--- config.mk ---
export PLATFORM = sky130hd
export DESIGN_NAME = fifo_fir_mac
export DESIGN_NICKNAME = d
export VERILOG_FILES = /design/src/rtl/fifo_fir_mac.sv
export SDC_FILE = /design/constraint.sdc
export NUM_CORES = 2
export LEC_CHECK = 0
export CAP_MARGIN = 40
export CORE_AREA = 2 2 307 309
export CTS_CLUSTER_SIZE = 10
export DETAILED_ROUTE_END_ITERATION = 8
export DIE_AREA = 0 0 309 311
export PLACE_DENSITY = 0.77
export SLEW_MARGIN = 10
export SYNTH_ARGS = -nofsm -noshare
export SYNTH_HDL_FRONTEND = slang
export SYNTH_SLANG_ARGS = --single-unit
--- constraint.sdc ---
create_clock -name rd_clk -period 8.3 [get_ports rd_clk]
set_input_delay 0.83 -clock rd_clk [delete_from_list [all_inputs] [get_ports rd_clk]]
set_output_delay 0.83 -clock rd_clk [all_outputs]
set_load 0.05 [all_outputs]
--- src/rtl/fifo_fir_mac.sv ---
// fifo_fir_mac
//   Time-multiplexed direct-form FIR that consumes signed samples from the read
//   side of an async FIFO. One sample is popped per pass. A single multiplier
//   then walks all taps, one tap per cycle, and the full-precision sum is
//   presented on a valid/ready output. Coefficients are written at run time,
//   and only while the block is idle.
//
// Ports
//   rd_clk      sole clock (FIFO read clock)
//   rst_fir     synchronous active-high reset
//   fifo_data   FIFO data_out, valid the cycle after rd_en
//   fifo_empty  FIFO empty flag
//   rd_en       FIFO pop strobe (combinational)
//   coef_wr_en  coefficient write strobe (honoured only in IDLE)
//   coef_addr   tap index k; h[k] multiplies x[n-k]
//   coef_data   signed coefficient value
//   out_data    y[n] = sum h[k]*x[n-k], signed full precision
//   out_valid   out_data valid; held until out_ready
//   out_ready   downstream accept
//   busy        high whenever the FSM is not in IDLE
module fifo_fir_mac #(
  parameter int DATA_LENGTH = 24,
  parameter int COEF_WIDTH  = 18,
  parameter int NUM_TAPS    = 16,
  parameter int TAP_AW      = $clog2(NUM_TAPS),
  parameter int ACC_WIDTH   = DATA_LENGTH + COEF_WIDTH + TAP_AW
) (
  input  logic                          rd_clk,
  input  logic                          rst_fir,
  input  logic signed [DATA_LENGTH-1:0] fifo_data,
  input  logic                          fifo_empty,
  output logic                          rd_en,
  input  logic                          coef_wr_en,
  input  logic        [TAP_AW-1:0]      coef_addr,
  input  logic signed [COEF_WIDTH-1:0]  coef_data,
  output logic signed [ACC_WIDTH-1:0]   out_data,
  output logic                          out_valid,
  input  logic                          out_ready,
  output logic                          busy
);

  localparam int PROD_WIDTH = DATA_LENGTH + COEF_WIDTH;

  typedef enum logic [2:0] {IDLE, LOAD, MAC, DRAIN, OUT} state_t;

  state_t state;
  state_t state_next;

  logic signed [DATA_LENGTH-1:0] delay [NUM_TAPS];
  logic signed [COEF_WIDTH-1:0]  coef  [NUM_TAPS];
  logic        [TAP_AW-1:0]      head;
  logic        [TAP_AW-1:0]      tap;
  logic        [TAP_AW-1:0]      x_idx;
  logic signed [PROD_WIDTH-1:0]  prod;
  logic signed [PROD_WIDTH-1:0]  mul_x;
  logic signed [PROD_WIDTH-1:0]  mul_h;
  logic signed [ACC_WIDTH-1:0]   acc;
  logic signed [ACC_WIDTH-1:0]   acc_sum;
  logic                          pop;
  logic                          last_tap;

  // A write in the same cycle wins over a pop, so pop is suppressed by coef_wr_en.
  assign pop      = (state == IDLE) && !fifo_empty && !coef_wr_en;
  assign last_tap = (tap == TAP_AW'(NUM_TAPS - 1));

  // The delay line is circular; x[n-k] lives at (head-k) mod NUM_TAPS, and the
  // power-of-two length makes the TAP_AW-bit subtraction wrap for free.
  assign x_idx   = head - tap;
  assign mul_x   = PROD_WIDTH'(delay[x_idx]);
  assign mul_h   = PROD_WIDTH'(coef[tap]);
  assign acc_sum = acc + ACC_WIDTH'(prod);

  always_ff @(posedge rd_clk) begin
    if (rst_fir) state <= IDLE;
    else         state <= state_next;
  end

  always_comb begin
    state_next = state;
    case (state)
      IDLE:    if (pop) state_next = LOAD;
      LOAD:    state_next = MAC;
      MAC:     if (last_tap) state_next = DRAIN;
      DRAIN:   state_next = OUT;
      OUT:     if (out_valid && out_ready) state_next = IDLE;
      default: state_next = IDLE;
    endcase
  end

  // The pop strobe is masked by reset so that no FIFO word is lost while the
  // FSM is being forced back to IDLE.
  always_comb begin
    rd_en = pop && !rst_fir;
    busy  = (state != IDLE);
  end

  // The product is registered, so the accumulator trails the multiplier by one
  // cycle. The first MAC cycle has nothing to add yet, and DRAIN folds in the
  // last tap. The result is also captured into out_data on the way into OUT.
  always_ff @(posedge rd_clk) begin
    if (rst_fir) begin
      for (int i = 0; i < NUM_TAPS; i++) begin
        delay[i] <= '0;
        coef[i]  <= '0;
      end
      head      <= '0;
      tap       <= '0;
      prod      <= '0;
      acc       <= '0;
      out_data  <= '0;
      out_valid <= 1'b0;
    end else begin
      case (state)
        IDLE: begin
          if (coef_wr_en) coef[coef_addr] <= coef_data;
        end
        LOAD: begin
          delay[head] <= fifo_data;
          acc         <= '0;
          tap         <= '0;
        end
        MAC: begin
          prod <= mul_x * mul_h;
          if (tap != '0) acc <= acc_sum;
          tap <= tap + TAP_AW'(1);
        end
        DRAIN: begin
          acc       <= acc_sum;
          out_data  <= acc_sum;
          out_valid <= 1'b1;
          head      <= head + TAP_AW'(1);
        end
        OUT: begin
          if (out_valid && out_ready) out_valid <= 1'b0;
        end
        default: ;
      endcase
    end
  end

endmodule

==> impl_metrics.toml <==
[synthesis]
synth_fa_ha_area_share_pct = 19.7
muxShareOfSynthArea_pct = 8.42
synth-xor-area-share_pct = 1.39
ys_top_cells_by_count = "766 x and2_1, 672 x edfxtp_1, 526 x inv_1"
yosysWarnings = 0
synth_top_family_by_area = "adder cells"
ys_ff_latch = 822
yosysTopAreaCellShare_pct = 37.8
synthCells = 4543
synth_fp_nets = 5180
synth_edf_count = 672
synth_cell_types = 76
synth.most_common_cell = "and2_1"
syn_area_per_cell_um2 = 11.8
synthesis.area_um2 = 53400
yosysTopAreaCell = "edfxtp_1"
synthArstFlopShare_pct = 0
synth-simple-area-share_pct = 15.9
synth_area_leaders = "edfxtp_1 38%, fa_1 16%, and2_1 9.0%"
seq_area_frac_synth_pct = 43.4
synth_flop_cell = "edfxtp_1"
synth_compound_area_share_pct = 5.47

[placement]
post-dp-hpwl_um = 92600
place_ws_ns = -0.369
io_buffers = 99
place_area_um2 = 57900
place_congestion = 0.890

[min_path]
holdPathEnd = "out_data[27]"
min_path_type = "flop to flop"
holdCritStartpoint = "out_data[27]"
hold_path_depth = 2

[die]
die_y_um = 311
start_util_pct = 57.6
coreArea_um2 = 92800
design.die.area_um2 = 96100
die_w_um = 309
top_level_ports = 100
rows = 112

[sta]
timing.final.crit_share_pct = 101
fin_tns_setup_ns = -0.0616
hold_ws_ns = 0.454
tightest_slew_ns = 0.888
relSlewSlack_pct = 40.6
fmax_ghz = 0.120
final-hold-violation-count = 0
slew_viol_final = 0
rsz0062_at_grt = "true"
fin_crit_ns = 8.36
setup_ws_ns = -0.0616
setup_viol_count_final = 1
finClkSkew_ns = 0.0366

[run_status]
violations = "negative setup slack"
outcome = "finished, violations left"

[setup_path]
r2r-end = "prod[34]"
rr_worst_depth = 35
rrSetupSlack_ns = -0.06
path_common_cell = "fa_1"
crit_required_ns = 8.85
crit_slowest_cell = "fa_4"
end_kind = "flop"
critPathLaunchType = "flop"
path_max_fanout = 4
reg2reg_from = "head[0]"
cp.arrival_ns = 8.91
max_stage_delay_ns = 0.82
crit_type = "flop to flop"

[routing]
vias_per_cell = 5.82
postRouteAntennaNets = 0
firstDrtPassIters = 5
wl_per_cell_um = 22.2
drc = 0
via_count = 35676
drt-total-wl_um = 136000
first_iter_violations = 3398

[clock_tree]
cts_sinks = 822
numCtsBuffers = 94
cts_tree = "done"
cts_root_buffer = "clkbuf_16"
clock_latency_ns = 0.68
htreeDepth = 3
clockBufferDepth = 3
postCtsHoldBufs = 0
clkTransAtPathRegs_ns = 0.06

[job]
maxCapViolations = 0

[pwr]
swShare_pct = 41.3
p_sw_uw = 11100
power_uw = 27000
seq_power_share_pct = 17.4
vdd_drop_max_uv = 955
powerDensity_nw_per_um2 = 438
combPwrFrac_pct = 68.8
p_leak_uw = 0.0252
p_int_uw = 15800
clockPowerShare_pct = 13.8

[cells_and_area]
drive_gt1_share_pct = 17.0
fin_nets = 5479
finalInstanceArea_um2 = 61600
multi_input_area_um2 = 27900
area_delta_synth_final_pct = 15.2
seq_area_um2 = 23200
nFillCells = 6680

[global_route]
antenna_found_initial = 1
grt_max_degree = 82
grt_overflow_total = 0
grt_pass1_wl_um = 212000
grt_pass1_vias = 37965
grt_usage_pct = 28.8
-- stage by stage --
step,utilization (%),cells
after global placement,62.3,5959
after global routing,66.4,6134
after CTS,65.7,6112
after detailed placement,62.4,5968
final,66.4,6135
after floorplan,-,4543
-- area by class of cell --
| type | count | share of cell area (%) |
|---|---|---|
| sequential | 822 | 37.7 |
| tap | 1254 | 2.55 |
| clock inverter | 13 | 0.317 |
| inverter | 527 | 3.21 |
| multi-input combinational | 2928 | 45.3 |
| antenna | 2 | 0.00813 |
| timing repair buffer | 469 | 6.91 |
| clock buffer | 120 | 4.03 |
-- flip-flops by register name (all words and copies together) (netlist names), named ones only --
name,flops
out_valid,1
prod,42
state,3
coef,288
tap,4
delay,384
head,4
out_data,46
acc,46
-- kinds of logic (layout without fill, tap and decap cells) --
kind of cell             after synthesis  after routing
AO/OA/AOI/OAI                        453            453
XOR/XNOR                              85             85
other                                  0              2
flip-flops                           822            822
adder cells (fa/ha/maj)              586            586
buffers and inverters                793           1129
AND/OR/NAND/NOR                     1583           1583
multiplexers                         221            221
-- power groups by stage --
stage	logic, µW	registers [µW]	clock network (µW)
final	18600	4680	3720
after detailed placement	16100	4760	0
after floorplan	9930	4740	0
after global placement	15700	4760	0
after global routing	20600	4690	3920
after CTS	17000	4680	3760
-- how the worst max path moves through the flow --
stage,to,slack [ns],from
after floorplan,prod[40],0.008,head[0]
after global placement,prod[40],-0.16,head[0]
after detailed placement,prod[40],-0.37,head[0]
after CTS,prod[40],-0.01,head[0]
after global routing,prod[34],-0.31,head[0]
final,prod[34],-0.06,head[0]
-- what timing repair did --
item	4_1_cts	5_1_grt
pin swaps	20	66
buffers inserted	10	20
resized for setup	51	91
setup endpoints to repair	15	22
cloned	1	3
-- routing by layer --
metal | routed length [µm] | track usage [%]
met5 | 0 | 0
met4 | 6350 | 13.2
met3 | 10400 | 4.14
met2 | 68400 | 49.2
met1 | 50900 | 36.5
-- worst max-delay path, delay by kind of cell, from the launching register on --
family	cells	cell delay, ns
and+or+nand+nor	6	1.18
buffers and inverters	11	1.02
muxes	1	0.30
AOI/OAI and AO/OA	8	1.12
DFF	1	0.33
adders and majority gates	9	4.29
-- cell usage in the layout (no fill, tap or decap), types with 12 or more instances in the layout --
master,n
a211oi_1,21
a21o_1,43
a21oi_1,147
a21oi_2,21
a22o_1,16
a22oi_1,29
a31oi_1,13
and2_1,762
buf_12,24
buf_4,323
buf_6,18
clkbuf_1,24
clkbuf_16,98
clkdlybuf4s50_1,98
dfxtp_1,146
edfxtp_1,672
fa_1,415
ha_1,151
inv_1,520
mux2i_1,26
mux4_2,182
nand2_1,413
nand2b_1,44
nand3_1,27
nand4_1,14
nor2_1,140
nor2b_1,81
nor3_1,26
o21ai_0,30
o21ai_1,15
o21ai_2,24
o21bai_1,13
or2_2,12
xnor2_1,60
xor2_1,22
(Power assumes the default switching activity.)
